## config.mk

```make
export PLATFORM = sky130hd
export DESIGN_NAME = mips_mc_ctrl
export DESIGN_NICKNAME = d
export VERILOG_FILES = /design/src/rtl/mips_mc_ctrl.sv
export SDC_FILE = /design/constraint.sdc
export NUM_CORES = 1
export LEC_CHECK = 0
export ABC_AREA = 0
export CORE_MARGIN = 2
export CORE_UTILIZATION = 34
export CTS_CLUSTER_SIZE = 28
export DETAILED_ROUTE_END_ITERATION = 10
export MAX_ROUTING_LAYER = met4
export PLACE_DENSITY = 0.81
export SLEW_MARGIN = 40
export SYNTH_ARGS = -nofsm -noshare
export SYNTH_HDL_FRONTEND = slang
export SYNTH_SLANG_ARGS = --single-unit
```

## constraint.sdc

```tcl
create_clock -name clk -period 2.1 [get_ports clk]
set_input_delay 0.42 -clock clk [delete_from_list [all_inputs] [get_ports clk]]
set_output_delay 0.42 -clock clk [all_outputs]
set_load 0.1 [all_outputs]
```

## src/rtl/mips_mc_ctrl.sv

```systemverilog
// Multicycle MIPS control FSM; `define MIPS_CTRL_ILLEGAL_TRAP_EN makes unknown opcodes trap.
// Latency: 3-5 cycles per instruction, outputs are combinational decodes of state/Op/Funct.
// Backpressure: none; one instruction in flight, advances every cycle.
module mips_mc_ctrl #(
   parameter logic [3:0] RESET_STATE = 4'd0
) (
   input  logic       clk,
   input  logic       rst,
   input  logic [5:0] Op,
   input  logic [5:0] Funct,
   input  logic       Zero,
   output logic       PCWr,
   output logic       IRWr,
   output logic       RFWr,
   output logic       DMWr,
   output logic [1:0] EXTOp,
   output logic [1:0] ALUOp,
   output logic [1:0] NPCOp,
   output logic       BSel,
   output logic [1:0] WRSel,
   output logic [1:0] WDSel,
   output logic [3:0] state,
   output logic       done,
   output logic       illegal
);

   typedef enum logic [3:0] {
      FETCH  = 4'd0,  DECODE = 4'd1, EXE    = 4'd2, ALUWB = 4'd3,
      MADDR  = 4'd4,  MREAD  = 4'd5, MWB    = 4'd6, MWRITE = 4'd7,
      BRANCH = 4'd8,  JUMP   = 4'd9, TRAP   = 4'd10
   } state_t;

   state_t st;

   logic rtype, i_addu, i_subu, i_jr, i_ori, i_lui, i_lw, i_sw, i_beq, i_j, i_jal;
   logic is_alu, is_mem, is_jmp;

   assign rtype  = (Op == 6'b000000);
   assign i_addu = rtype && (Funct == 6'b100001);
   assign i_subu = rtype && (Funct == 6'b100011);
   assign i_jr   = rtype && (Funct == 6'b001000);
   assign i_ori  = (Op == 6'b001101);
   assign i_lui  = (Op == 6'b001111);
   assign i_lw   = (Op == 6'b100011);
   assign i_sw   = (Op == 6'b101011);
   assign i_beq  = (Op == 6'b000100);
   assign i_j    = (Op == 6'b000010);
   assign i_jal  = (Op == 6'b000011);

   assign is_alu = i_addu | i_subu | i_ori | i_lui;
   assign is_mem = i_lw | i_sw;
   assign is_jmp = i_j | i_jal | i_jr;

   assign state = st;

   always_ff @(posedge clk) begin
      if (rst) begin
         st <= state_t'(RESET_STATE);
      end else begin
         case (st)
            FETCH:  st <= DECODE;
            DECODE: begin
               if (is_alu)      st <= EXE;
               else if (is_mem) st <= MADDR;
               else if (i_beq)  st <= BRANCH;
               else if (is_jmp) st <= JUMP;
`ifdef MIPS_CTRL_ILLEGAL_TRAP_EN
               else             st <= TRAP;
`else
               else             st <= FETCH;
`endif
            end
            EXE:    st <= ALUWB;
            MADDR:  st <= i_lw ? MREAD : (i_sw ? MWRITE : FETCH);
            MREAD:  st <= MWB;
`ifdef MIPS_CTRL_ILLEGAL_TRAP_EN
            TRAP:   st <= TRAP;
`else
            TRAP:   st <= FETCH;
`endif
            default: st <= FETCH;
         endcase
      end
   end

   always_comb begin
      PCWr  = 1'b0;
      IRWr  = 1'b0;
      RFWr  = 1'b0;
      DMWr  = 1'b0;
      EXTOp = 2'b00;
      ALUOp = 2'b00;
      NPCOp = 2'b00;
      BSel  = 1'b0;
      WRSel = 2'b00;
      WDSel = 2'b00;
      done  = 1'b0;
      case (st)
         FETCH: begin
            PCWr = 1'b1;
            IRWr = 1'b1;
         end
         EXE: begin
            if (i_subu) ALUOp = 2'b01;
            if (i_ori || i_lui) begin
               ALUOp = 2'b10;
               BSel  = 1'b1;
               EXTOp = i_lui ? 2'b10 : 2'b00;
            end
         end
         ALUWB: begin
            RFWr  = 1'b1;
            WRSel = rtype ? 2'b01 : 2'b00;
            done  = 1'b1;
         end
         // The address stays on the ALU through MREAD/MWRITE so DM sees it stable.
         MADDR, MREAD: begin
            BSel  = 1'b1;
            EXTOp = 2'b01;
         end
         MWB: begin
            RFWr  = 1'b1;
            WDSel = 2'b01;
            done  = 1'b1;
         end
         MWRITE: begin
            DMWr  = 1'b1;
            BSel  = 1'b1;
            EXTOp = 2'b01;
            done  = 1'b1;
         end
         BRANCH: begin
            ALUOp = 2'b01;
            NPCOp = 2'b01;
            EXTOp = 2'b01;
            PCWr  = Zero;
            done  = 1'b1;
         end
         JUMP: begin
            PCWr  = 1'b1;
            done  = 1'b1;
            NPCOp = i_jr ? 2'b11 : 2'b10;
            // jal links the PC+4 already latched during FETCH.
            if (i_jal) begin
               RFWr  = 1'b1;
               WRSel = 2'b10;
               WDSel = 2'b10;
            end
         end
         default: ;
      endcase
   end

`ifdef MIPS_CTRL_ILLEGAL_TRAP_EN
   assign illegal = (st == TRAP);
`else
   assign illegal = 1'b0;
`endif

endmodule

```

; After elaboration in Yosys (flattened, before gate mapping)
; Index checks and enable logic that the tools add are counted.
[op_classes]
n_eq_ne = 19
muxes = 27
bitwise_logic = 6
n_reduce_logical = 11
[op_table]
columns = op, count
row1 = "equality test 6 bit, second input constant", 4
row2 = one-hot mux 2 bit (2 select lines), 5
row3 = one-hot mux 4 bit (5 select lines), 1
row4 = "equality test 6 x 4 -> 1 bit, second input constant", 3
row5 = "equality test 4 x 3 -> 1 bit, second input constant", 4
row6 = two-way mux 4 bit, 4
row7 = "equality test 6 x 2 -> 1 bit, second input constant", 2
row8 = "equality test 4 x 2 -> 1 bit, second input constant", 2
row9 = "equality test 4 bit, second input constant", 2
row10 = two-way mux 1 bit, 8
row11 = two-way mux 2 bit, 4
row12 = "equality test 6 x 3 -> 1 bit, second input constant", 1
row13 = logical NOT 6 bit, 1
row14 = two-way mux 3 bit, 2
row15 = bitwise OR 1 bit, 6
row16 = one-hot mux 1 bit (2 select lines), 3
row17 = OR reduction 5 bit, 1
row18 = "equality test 4 x 1 -> 1 bit, second input constant", 1
row19 = logical NOT 4 bit, 1
row20 = OR reduction 2 bit, 2
row21 = OR reduction 4 bit, 1
row22 = logical AND 1 bit, 3
row23 = OR reduction 3 bit, 1
row24 = logical OR 1 bit, 1
[totals]
ff_bits = 4
input_bits = 15
output_inout_bits = 21
word_cells = 64

; Longest topological paths before layout
; Gate-level depths: netlist of the first run.
[depth]
word_depth = 8
mapped_depth = 5
depth_no_buf = 4

; Worst setup path after synthesis of the first run
; OpenSTA, ideal clock, no wires.
[synth_path]
kind = register to output
start = register st[3] (netlist: state[3])
end = output port PCWr
arrival_time_ns = 6.089
t_required_ns = 1.680
setup_slack_ns = -4.409
stages_incl_launch_ff = 4
path_buffers = 1
cell_sequence = dfxtp_1 -> clkbuf_1 -> inv_1 -> a2111oi_0
[synth_via]
elab_chain_cells = 3
word_cells_on_any_way = 5
cone_classes = eq/ne: 2 / mux: 1 / reduce/logical: 2
[synth_rtl]
columns = element, line
row1 = start: declaration, 33  ; state_t st;
row2 = start signal: assignment, 58  ; st <= state_t'(RESET_STATE);
row3 = start signal: assignment, 74  ; MADDR: st <= i_lw ? MREAD : (i_sw ? MWRITE : FETCH);
row4 = equality test 4 bit or logical NOT 4 bit (tied branches), 98  ; case (st)
row5 = OR reduction 2 bit (no line), -
row6 = one-hot mux 1 bit (2 select lines) *, 98
row7 = end: declaration, 12  ; output logic PCWr,
; Mark *: on every way between the ends. The rest lies on a longest branch, timed or not.

; Worst setup path in the final report of the first run
[layout_path]
start = input port Funct[5]
end = output port NPCOp[0]
[layout_via]
elab_chain_cells = 4
[layout_rtl]
columns = element, line
row1 = start: declaration, 10  ; input logic [5:0] Funct,
row2 = equality test 6 x 4 -> 1 bit, 41  ; assign i_jr = rtype && (Funct == 6'b001000);
row3 = logical AND 1 bit, 41
row4 = two-way mux 1 bit, 142  ; NPCOp = i_jr ? 2'b11 : 2'b10;
row5 = one-hot mux 2 bit (2 select lines), 98
row6 = end: declaration, 18  ; output logic [1:0] NPCOp,
; Every way passes these cells.

==> flow_metrics.py, run 1 <==
metrics = {
    "status": {
        "outcome": "finished with violations",
        "violations": "setup timing",
    },
    "final_layout": {
        "drive_gt1_share_pct": 69.8,
        "n_antenna_cell": 0,
        "layout_common_cells": "21 x buf_4, 17 x buf_12, 5 x nand2_1",
        "fillCellCount": 44,
        "largest_register_ffs": 4,
        "fin_nets": 146,
        "mostFrequentLayoutCell": "buf_4",
        "areaGrowthSynthToFinish_pct": 163,
    },
    "placement": {
        "post-place-ws_ns": -0.432,
        "post-dp-hpwl_um": 1700,
        "globalplace.congestion": 0.862,
        "io_buffers": 34,
    },
    "global_route": {
        "grt.overflow.total": 0,
        "antenna_found_initial": 0,
        "grtUsageTotal_pct": 29.3,
        "grt_max_degree": 19,
        "grt_pass1_wl_um": 3930,
        "grt_use_met2_pct": 53.8,
        "busiest_layer": "met2",
        "grt_pass1_vias": 826,
        "grtUsageMet1_pct": 30.9,
        "grt_use_met3_pct": 6.67,
    },
    "power_and_ir_drop": {
        "total_leakage_power_nw": 0.529,
        "peakVddDrop_mv": 0.586,
        "power.density_cell_area_nw_per_um2": 258,
    },
    "die": {
        "die-area_um2": 1900,
        "die_h_um": 43.6,
        "io_pins": 36,
        "start_util_pct": 35.8,
        "die_w_um": 43.6,
        "core_um2": 1490,
        "std_cell_rows": 14,
    },
    "critical_path": {
        "cpPeakStageDelay_ns": 0.54,
        "cp_cell_sequence": "buf_6 > or4b_4 > nor3_4 > nand2_2 > a211oi_4 > buf_12",
        "critPathKind": "primary input to output port",
        "cp_max_fo": 2,
        "reg2reg_depth": 4,
        "reg2reg_setup_slack_ns": 0.51,
        "crit_slowest_cell": "or4b_4",
        "worstReg2RegEnd": "state[0]$_SDFF_PP0_",
        "worstPathArrival_ns": 1.81,
        "cp.required_ns": 1.68,
        "rr_startpoint": "state[1]$_SDFF_PP0_",
        "crit_path_end_kind": "output port",
        "startpoint_type": "primary input",
    },
    "worst_hold_path": {
        "hold_class": "primary input to flip-flop",
        "hold_depth": 3,
        "hp-start": "Op[2]",
        "holdPathEnd": "state[0]$_SDFF_PP0_",
    },
    "clock_network": {
        "cts.sinks": 4,
        "numCtsBuffers": 3,
        "hold_buffers": 0,
        "cts_max_path_buffers": 2,
        "cts_tree": "built",
        "cts_max_level": 1,
        "clk_latency_ns": 0.25,
        "clk_pin_slew_ns": 0.04,
        "root_buffer": "clkbuf_4",
    },
    "yosys": {
        "syn_inst": 80,
        "netlist-cell-type-count": 33,
        "synth_warnings": 0,
        "synth_nets": 95,
        "syn_area_um2": 533,
        "seq_area_frac_synth_pct": 15.0,
        "synth.avg_cell_area_um2": 6.66,
        "synth-seq-cells": 4,
    },
    "sta": {
        "fin_ws_ns": -0.126,
        "rsz0062_at_grt": "true",
        "final.min_clock_period_ns": 2.23,
        "clock.fmax_mhz": 449,
        "fin_skew_ns": 0.00724,
        "slew_viol_final": 0,
        "period_share_pct": 106,
        "finalSetupViolations": 1,
        "holdWs_ns": 0.522,
        "hold_viol_final": 0,
    },
    "drt": {
        "first_iter_violations": 61,
        "wire_per_inst_um": 21.6,
        "viasPerCell": 6.16,
        "first_pass_iters": 4,
        "drt_wl_total_um": 3130,
        "vias": 893,
        "drc_errors": 0,
        "ant_nets": 0,
    },
    "run": {
        "max_cap_viol_count": 0,
    },
}
## synth_stat cells, drive strengths merged
library cell / n / share of area [%]
a21oi: 4 / 3.8
dfxtp: 4 / 15
conb: 1 / 0.70
o21ai: 5 / 4.7
nor3b: 1 / 1.4
nand3b: 1 / 1.4
or2: 1 / 1.2
and2: 3 / 3.5
nor4b: 2 / 3.3
o31ai: 1 / 2.3
nand3: 1 / 0.94
o21a: 1 / 1.4
clkbuf: 4 / 2.8
nor4: 4 / 4.7
o2bb2ai: 2 / 3.3
nor2: 9 / 6.3
inv: 3 / 2.1
nor2b: 2 / 2.3
or3: 3 / 3.5
a211oi: 2 / 3.8
o31a: 1 / 1.6
nor3: 4 / 5.9
nand2: 7 / 4.9
nand2b: 5 / 5.9
a31oi: 1 / 1.2
or4b: 1 / 2.6
nand4: 2 / 2.3
o32ai: 1 / 1.6
a2111oi: 1 / 1.6
buf: 3 / 3.8
## final cells by class
cell class / instances / area [µm²] / area share (%)
tap: 16 / 20.0 / 1.43
sequential: 4 / 95.1 / 6.79
timing repair buffer: 53 / 617 / 44.0
multi-input combinational: 66 / 636 / 45.4
clock buffer: 3 / 22.5 / 1.61
inverter: 3 / 11.3 / 0.804
## layer usage
metal  vias to the layer above  wire, µm
met3                        18       178
met2                        67      1650
met4                         0       139
li1                        388         -
met1                       420      1160
met5                         -         0
## cell families (layout without fill, tap and decap cells)
group | Yosys count | in the layout | share of synthesized area, %
other | 1 | 1 | 0.704
buffers and inverters | 10 | 59 | 8.68
AND/OR/NAND/NOR | 46 | 46 | 50.2
AO/OA/AOI/OAI | 19 | 19 | 25.4
flip-flops | 4 | 4 | 15.0
## report_power, final
group | leakage [nW] | switching (mW) | internal [mW]
combinational | 0.480 | 0.105 | 0.0688
sequential | 0.0355 | 0.0113 | 0.0749
clock | 0.0138 | 0.0376 | 0.0643
total | 0.529 | 0.154 | 0.208
## per-stage QoR
stage               std cells  power [mW]  instance area, µm²  setup TNS (ns)  utilization (%)
global placement          135       0.248                1280           -2.25             86.2
floorplan                  80       0.180                 764           -3.60                -
CTS                       140       0.353                1360          -0.157             91.0
finish                    145       0.362                1400          -0.126             94.1
global route              145       0.375                1400          -0.248             94.1
detailed placement        135       0.251                1280           -2.35             86.2
## how the worst max path moves through the flow
stage	from	to	slack, ns	depth (start not counted)
after floorplan	state[1]$_SDFF_PP0_	EXTOp[1]	-0.75	4
after global placement	Funct[2]	NPCOp[0]	-0.39	6
after detailed placement	Funct[2]	NPCOp[0]	-0.43	6
after CTS	Funct[5]	NPCOp[0]	-0.15	6
after global routing	Funct[5]	NPCOp[0]	-0.15	6
final	Funct[5]	NPCOp[0]	-0.13	6
## what timing repair did
action | in CTS | in global routing
resized for setup | 50 | 8
pin swaps | 12 | 9
setup buffers | 2 | 5
endpoints found under the setup margin | 9 | 3
## critical path: cells and delay by family
family	cells	cell delay [ns]
and+or+nand+nor	3	0.82
AOI/OAI and AO/OA	1	0.26
buffers and inverters	2	0.30
Power figures use the tool's default switching activity.
==> inputs of run 2 (changes only) <==
--- a/config.mk
+++ b/config.mk
@@ -5,13 +5,13 @@
 export SDC_FILE = /design/constraint.sdc
 export NUM_CORES = 1
 export LEC_CHECK = 0
-export ABC_AREA = 0
+export ABC_AREA = 1
 export CORE_MARGIN = 2
-export CORE_UTILIZATION = 34
+export CORE_UTILIZATION = 35
 export CTS_CLUSTER_SIZE = 28
 export DETAILED_ROUTE_END_ITERATION = 10
 export MAX_ROUTING_LAYER = met4
-export PLACE_DENSITY = 0.81
+export PLACE_DENSITY = 0.83
 export SLEW_MARGIN = 40
 export SYNTH_ARGS = -nofsm -noshare
 export SYNTH_HDL_FRONTEND = slang
==> run 2 against run 1 <==
The flow still finishes with violations (setup timing). Via count fell by 5.2%. Non-clock buffer count down 7. Die area shrank 0.32%. First-iteration DRC count is 41% lower. Worst setup slack better by 0.029 ns. Sequential power shrank 7.4%. Area after synthesis is 2.6% higher. Total power fell by 4.0%. Utilization decreased by 4.1 points. Clock power decreased by 6%. Critical path type unchanged.
==> flow_metrics.py, run 2 <==
metrics = {
    "critical_path": {
        "startpoint_type": "primary input",
        "cp_max_fo": 2,
        "worstPathArrival_ns": 1.78,
        "cp.required_ns": 1.68,
        "crit_path_end_kind": "output port",
        "critPathKind": "primary input to output port",
    },
    "placement": {
        "globalplace.congestion": 0.837,
        "post-place-ws_ns": -0.148,
        "io_buffers": 34,
        "post-dp-hpwl_um": 1610,
    },
    "power_and_ir_drop": {
        "power.density_cell_area_nw_per_um2": 259,
        "total_leakage_power_nw": 0.588,
        "peakVddDrop_mv": 0.399,
        "total_power_uw": 347,
    },
    "global_route": {
        "antenna_found_initial": 0,
        "grt_pass1_wl_um": 3590,
        "grtUsageTotal_pct": 26.0,
        "grt_pass1_vias": 795,
        "grt_max_degree": 7,
        "grt.overflow.total": 0,
    },
    "clock_network": {
        "cts.sinks": 4,
        "cts_max_level": 1,
        "clk_pin_slew_ns": 0.04,
        "numCtsBuffers": 3,
        "cts_tree": "built",
        "clk_latency_ns": 0.24,
        "cts_max_path_buffers": 2,
        "root_buffer": "clkbuf_4",
        "hold_buffers": 0,
    },
    "sta": {
        "final.min_clock_period_ns": 2.20,
        "hold_viol_final": 0,
        "period_share_pct": 105,
        "clock.fmax_mhz": 455,
        "holdWs_ns": 0.707,
        "slew_viol_final": 0,
        "finalSetupViolations": 1,
        "fin_ws_ns": -0.0973,
        "final.setup.tns_ns": -0.0973,
        "fin_skew_ns": 0.00583,
    },
    "die": {
        "io_pins": 36,
        "die_h_um": 43.5,
        "die_w_um": 43.5,
        "die-area_um2": 1890,
        "core_um2": 1490,
        "start_util_pct": 36.7,
        "std_cell_rows": 14,
    },
    "status": {
        "outcome": "finished with violations",
        "violations": "setup timing",
    },
    "final_layout": {
        "mostFrequentLayoutCell": "buf_12",
        "largest_register_ffs": 4,
        "fin_nets": 158,
        "drive_gt1_share_pct": 53.2,
        "areaGrowthSynthToFinish_pct": 145,
        "layout_common_cells": "16 x buf_12, 15 x buf_4, 14 x nor2_1",
        "n_antenna_cell": 0,
        "fin_util_pct": 90.0,
    },
    "yosys": {
        "syn_inst": 95,
        "synth.most_common_cell": "nor2_1",
        "syn_area_um2": 547,
        "synthFlopType": "dfxtp_1",
        "synth_top_area_share_pct": 15.1,
        "synth.avg_cell_area_um2": 5.76,
        "synth-seq-cells": 4,
        "synth_nets": 110,
        "synth_commonest_cells": "22 x nor2_1, 21 x nand2_1, 10 x inv_1, 7 x nand3_1",
        "synth_warnings": 0,
        "netlist-cell-type-count": 27,
        "synth_largest_area_cell": "nor2_1",
        "synthTopCellsByArea": "nor2_1 15%, dfxtp_1 15%, nand2_1 14%",
        "synth_edf_count": 0,
        "seq_area_frac_synth_pct": 14.6,
        "async_flop_share_pct": 0,
    },
    "drt": {
        "vias": 847,
        "wire_per_inst_um": 15.6,
        "first_pass_iters": 4,
        "viasPerCell": 5.39,
        "ant_nets": 0,
        "drt_wl_total_um": 2450,
        "first_iter_violations": 36,
        "drc_errors": 0,
    },
    "worst_hold_path": {
        "hold_class": "primary input to flip-flop",
    },
    "run": {
        "max_cap_viol_count": 0,
    },
}
## run 2: cell count changes in the layout (fill, tap and decap cells not counted), moves of 4 or more
cell | before | now
inv_1 | 3 | 10
nor2_4 | 2 | 7
buf_4 | 21 | 15
nand2_1 | 5 | 12
o21ai_0 | 4 | 0
nand3_1 | 1 | 5
dlymetal6s2s_1 | 0 | 4
buf_2 | 4 | 0
o21ai_4 | 0 | 4
nor2_1 | 4 | 14
nand2_2 | 2 | 7
## run 2: where the power goes
group / internal, mW / switching, mW / total [mW]
Sequential: 0.0748 / 0.00496 / 0.0798
Combinational: 0.0629 / 0.108 / 0.171
Clock: 0.0640 / 0.0322 / 0.0961
Total: 0.202 / 0.145 / 0.347
## run 2: logic make-up after synthesis
kind of cell	synth area share (%)
flip-flops	14.6
AO/OA/AOI/OAI	9.61
buffers and inverters	13.0
AND/OR/NAND/NOR	62.0
other	0.686
## run 2: worst paths after layout
kind	to	from	depth (start not counted)	slack [ns]
max	ALUOp[0]	Funct[3]	7	-0.1
min	state[3]$_SDFF_PP0_	Op[2]	5	0.71
max reg2reg	state[2]$_SDFF_PP0_	state[3]$_SDFF_PP0_	7	0.74
min reg2reg	state[0]$_SDFF_PP0_	state[0]$_SDFF_PP0_	3	0.71
## run 2: what timing repair did
| item | 4_1_cts | 5_1_grt |
|---|---|---|
| pin swaps | 9 | 9 |
| setup endpoints to repair | 8 | 7 |
| cloned | 0 | 0 |
| gates resized for setup | 12 | 6 |
| setup buffers | 3 | 3 |
## run 2: layer usage
metal / vias to the layer above / track usage, % / routed length [µm]
li1: 394 / - / -
met5: - / - / 0
met4: 0 / 13.3 / 80
met1: 398 / 26.5 / 879
met2: 49 / 46.3 / 1370
met3: 6 / 5.83 / 123
## run 2: through the flow
| stage | cell area [µm²] | instances |
|---|---|---|
| detailed placement | 1240 | 148 |
| global route | 1340 | 157 |
| CTS | 1300 | 154 |
| global placement | 1240 | 148 |
| floorplan | 719 | 95 |
| finish | 1340 | 157 |
## run 2: worst max-delay path, cell delays in order
cell	delay [ns]
clkdlybuf4s50_1	0.44
nor2_1	0.15
nand2_1	0.11
nor2_1	0.18
nand2_2	0.11
o21ai_4	0.18
buf_12	0.19
## run 2: final cells by class
cell class                      instances  area [µm²]
Clock buffer                            3        22.5
Fill cell                              65         149
Inverter                               12        45.0
Multi-Input combinational cell         76         568
Sequential cell                         4        95.1
Tap cell                               16        20.0
Timing Repair Buffer                   46         589
